## src/rtl/pipe_stall_ctrl.sv

```systemverilog
// pipe_stall_ctrl: hazard/stall sequencer driving the 5-stage pipeline latch enables and bubbles.
// Tracks multi-cycle mult/div waits, a saturating stall counter and a sticky timeout flag.
module pipe_stall_ctrl #(
    parameter int MD_MAX = 32,
    parameter int CNT_W  = 16
) (
    input  logic             clk_i,
    input  logic             reset_ni,
    input  logic             hold_i,
    input  logic             load_use_hz_i,
    input  logic             branch_taken_i,
    input  logic             md_start_i,
    input  logic             md_ready_i,
    output logic             pc_en_o,
    output logic             fd_en_o,
    output logic             dx_en_o,
    output logic             xm_en_o,
    output logic             mw_en_o,
    output logic             fd_bubble_o,
    output logic             dx_bubble_o,
    output logic             xm_bubble_o,
    output logic             md_busy_o,
    output logic             md_timeout_o,
    output logic [CNT_W-1:0] stall_cnt_o
);
    localparam int MW = $clog2(MD_MAX);

    typedef enum logic {RUN = 1'b0, MD_WAIT = 1'b1} state_t;

    state_t           state_q, state_d;
    logic [MW-1:0]    md_cnt_q, md_cnt_d;
    logic [CNT_W-1:0] stall_cnt_q, stall_cnt_d;
    logic             md_timeout_q, md_timeout_d;
    logic             act, run, wait_st, last, md_stall, br, lu;

    always_comb begin
        act          = reset_ni & ~hold_i;
        run          = (state_q == RUN);
        wait_st      = (state_q == MD_WAIT);
        last         = (md_cnt_q == MW'(MD_MAX - 1));
        // md_start owns RUN priority even when md_ready lands the same cycle
        md_stall     = (run & md_start_i & ~md_ready_i) | (wait_st & ~md_ready_i & ~last);
        br           = run & ~md_start_i & branch_taken_i;
        lu           = run & ~md_start_i & ~branch_taken_i & load_use_hz_i;
        pc_en_o      = act & ~md_stall & ~lu;
        fd_en_o      = act & ~md_stall & ~lu;
        dx_en_o      = act & ~md_stall;
        xm_en_o      = act;
        mw_en_o      = act;
        fd_bubble_o  = act & br;
        dx_bubble_o  = act & (br | lu);
        xm_bubble_o  = act & md_stall;
        md_busy_o    = wait_st;
        md_timeout_o = md_timeout_q;
        stall_cnt_o  = stall_cnt_q;
        state_d      = md_stall ? MD_WAIT : RUN;
        md_cnt_d     = (wait_st & md_stall) ? md_cnt_q + MW'(1) : '0;
        md_timeout_d = md_timeout_q | (wait_st & ~md_ready_i & last);
        stall_cnt_d  = (~pc_en_o & ~&stall_cnt_q) ? stall_cnt_q + CNT_W'(1) : stall_cnt_q;
    end

    always_ff @(posedge clk_i) begin
        if (!reset_ni) begin
            state_q      <= RUN;
            md_cnt_q     <= '0;
            stall_cnt_q  <= '0;
            md_timeout_q <= 1'b0;
        end else if (!hold_i) begin
            state_q      <= state_d;
            md_cnt_q     <= md_cnt_d;
            stall_cnt_q  <= stall_cnt_d;
            md_timeout_q <= md_timeout_d;
        end
    end
endmodule

```

## config.mk

```make
export PLATFORM = sky130hd
export DESIGN_NAME = pipe_stall_ctrl
export DESIGN_NICKNAME = d
export VERILOG_FILES = /design/src/rtl/pipe_stall_ctrl.sv
export SDC_FILE = /design/constraint.sdc
export NUM_CORES = 1
export LEC_CHECK = 0
export ABC_AREA = 1
export CORE_ASPECT_RATIO = 0.9
export CORE_MARGIN = 3
export CORE_UTILIZATION = 53
export DETAILED_ROUTE_END_ITERATION = 10
export GPL_ROUTABILITY_DRIVEN = 1
export GPL_TIMING_DRIVEN = 0
export PLACE_DENSITY = 0.86
export RECOVER_POWER = 100
export SETUP_SLACK_MARGIN = 0.02
export SYNTH_ARGS = -nofsm -noshare
export SYNTH_HDL_FRONTEND = slang
export SYNTH_SLANG_ARGS = --single-unit
```

## constraint.sdc

```tcl
create_clock -name clk_i -period 4.6 [get_ports clk_i]
set_clock_uncertainty 0.1 [all_clocks]
set_input_delay 0.92 -clock clk_i [delete_from_list [all_inputs] [get_ports clk_i]]
set_output_delay 0.92 -clock clk_i [all_outputs]
set_load 0.02 [all_outputs]
```

==> metrics.yaml <==
run_status:
  status: "complete, no violations"
detailed_routing:
  via_per_inst: 4.99
  wl_per_cell_um: 11.1
  drt-total-wl_um: 3220
  first_pass_iters: 4
  detail-route-antenna-nets: 0
  drc: 0
  drt-initial-drc-count: 78
  dr_total_vias: 1441
layout:
  n_fill_cell: 231
  num_antenna_cells: 0
  design_area_mm2: 0.00178
  multi_input_area_um2: 761
  nets: 272
  area_growth_pct: 22.7
  seq_area_um2: 460
  drive_above_1_share: 0.0690
place:
  post-dp-hpwl_um: 2460
  place.gp.congestion: 0.856
  placed_area_mm2: 0.00181
  port_buffers: 32
sta:
  timing.final.crit_share: 0.844
  fmax_ghz: 0.258
  period_needed_ns: 3.88
  slew_violations: 0
  setup-tns-final_ns: 0
  grt_setup_unrepaired: "no"
  hold_viol_final: 0
  setup_viol: 0
  slew_headroom: 0.635
  worst_pin_slew_ns: 0.548
global_routing:
  grt_overflow: 0
  grt_pass1_vias: 1313
  grt_max_degree: 13
  grt_use_total: 0.201
  antenna_found_initial: 0
  grt_pass1_wl_um: 5380
clock_tree:
  clockRootBuffer: "clkbuf_4"
  cts.htree.levels: 1
  cts.sinks: 23
  clockBufferDepth: 2
  clkTransAtPathRegs_ns: 0.13
  insertion_delay_ns: 0.33
  ctsHoldBuffers: 0
  numCtsBuffers: 3
  cts.repair.resized: 0
  post_cts_buffers: 0
  cts_tree: "done"
flow_run:
  drv_cap: 0
floorplanning:
  core_area_mm2: 0.00253
  rows: 17
  die-area_mm2: 0.00340
  dieWidth_um: 61.1
  io-pin-count: 33
  initial_core_util: 0.573
  die_h_um: 55.6
yosys:
  synth.yosys.seq_area_share: 0.318
  synth_warnings: 0
  synthesis.nets: 235
  ys_types: 28
  synthArstFlopShare: 0
  synth_area_per_cell_um2: 6.45
  synthTopCellsByArea: "dfxtp_1, nand2_1, nor2_1"
  yosysTopAreaCell: "dfxtp_1"
  synth_area_mm2: 0.00145
  synth_top_area_frac: 0.318
  yosys_most_used_dff: "dfxtp_1"
  ys_ff_latch: 23
  synth_cells: 225
  synth_edf_count: 0
power_and_ir_drop:
  p_per_area_mw_per_mm2: 218
  p_leak_nw: 0.837
  vdd_ir_drop_max_uv: 160
hold_path:
  holdCritPathClass: "flop to flop"
  whs_path_depth: 2
worst_setup_path:
  path_class: "input pin to output pin"
  critPathCaptureType: "output pin"
  start_kind: "input pin"
  cp.arrival_ns: 2.86
  cp_max_fo: 5
  cp.required_ns: 3.58
  reg2regPathDepth: 11
## final timing paths
| path | startpoint | end | slack (ns) |
|---|---|---|---|
| max reg2reg | md_cnt_q[0]$_SDFFE_PN0N_ | stall_cnt_o[7]$_SDFFE_PN0P_ | 2.23 |
| min | md_timeout_o$_SDFFE_PN0N_ | md_timeout_o$_SDFFE_PN0N_ | 0.36 |
| max | reset_ni | pc_en_o | 0.72 |
| min reg2reg | md_timeout_o$_SDFFE_PN0N_ | md_timeout_o$_SDFFE_PN0N_ | 0.36 |
## final cells by class
cell class / instances / share of cell area
well taps: 28 / 0.0197
clock buffers: 4 / 0.0148
plain buffers: 7 / 0.0211
flip-flops and latches: 23 / 0.259
inverters: 37 / 0.0781
repair buffers: 32 / 0.180
multi-input cells: 158 / 0.428
## sequential cells by signal (all words and copies together) (netlist names)
| register | flops |
|---|---|
| md_busy_o | 1 |
| md_cnt_q | 5 |
| md_timeout_o | 1 |
| stall_cnt_o | 16 |
## synthesized netlist by cell type (2+ instances only)
cell,number
a21oi_1,2
buf_4,4
nand3_4,2
inv_2,2
nor3_1,6
dfxtp_1,23
ha_1,3
nand3_2,2
nand2_2,6
o21ai_0,7
inv_1,35
xor2_1,6
nand2_1,48
o21bai_1,4
nor2_1,47
nor2_2,2
nand3_1,14
nand4_1,2
## power breakdown
| part | total, W | switching [W] | internal, W |
|---|---|---|---|
| sequential | 0.000213 | 0.00000711 | 0.000206 |
| combinational | 0.0000760 | 0.0000453 | 0.0000307 |
| clock | 0.0000992 | 0.0000652 | 0.0000340 |
| total | 0.000388 | 0.000118 | 0.000271 |
## worst max-delay path: stages
cell	delay (ns)
dlygate4sd3_1	0.58
inv_1	0.06
nor2_1	0.20
nand3_1	0.23
inv_1	0.12
buf_4	0.10
dlygate4sd3_1	0.66
## cell families (layout without fill, tap and decap cells)
group,count (synthesis),after routing,share of synthesized area
AO/OA/AOI/OAI,16,16,0.0673
XOR/XNOR,6,6,0.0362
flip-flops,23,23,0.318
buffers and inverters,44,80,0.130
adder cells (fa/ha/maj),3,3,0.0259
AND/OR/NAND/NOR,133,133,0.423
## metrics by stage
stage | hold slack [ns] | worst slack [ns] | utilization | total power, W | instances
after floorplan | 0.372 | 1.82 | - | 0.000270 | 225
after global placement | 0.336 | 1.01 | 0.713 | 0.000301 | 285
after detailed placement | 0.342 | 0.992 | 0.713 | 0.000302 | 285
after CTS | 0.369 | 0.987 | 0.724 | 0.000402 | 289
after global routing | 0.410 | 0.595 | 0.703 | 0.000407 | 289
final | 0.363 | 0.717 | 0.703 | 0.000388 | 289
## routing by layer
metal,vias to the layer above,track usage,part of all wire
met1,636,0.274,0.50
met2,35,0.317,0.44
met4,0,0.0402,0.011
li1,764,-,-
met3,6,0.0487,0.048
met5,-,0,0
## layout by cell type, fill, tap and decap left out, drive strengths merged
| cell type | Yosys | routed |
|---|---|---|
| dlygate4sd3 | 0 | 28 |
| nand3 | 18 | 18 |
| nor3 | 7 | 7 |
| a31o | 1 | 1 |
| inv | 37 | 36 |
| o21ai | 7 | 7 |
| a31oi | 1 | 1 |
| nor2 | 50 | 50 |
| clkbuf | 1 | 8 |
| ha | 3 | 3 |
| buf | 6 | 3 |
| a21oi | 2 | 2 |
| dfxtp | 23 | 23 |
| clkinv | 0 | 1 |
| xor2 | 6 | 6 |
| o21bai | 4 | 4 |
| nand2 | 55 | 55 |
| and3 | 1 | 1 |
| clkdlybuf4s50 | 0 | 4 |
| o31ai | 1 | 1 |
| nand4 | 2 | 2 |
(Power assumes the default switching activity.)
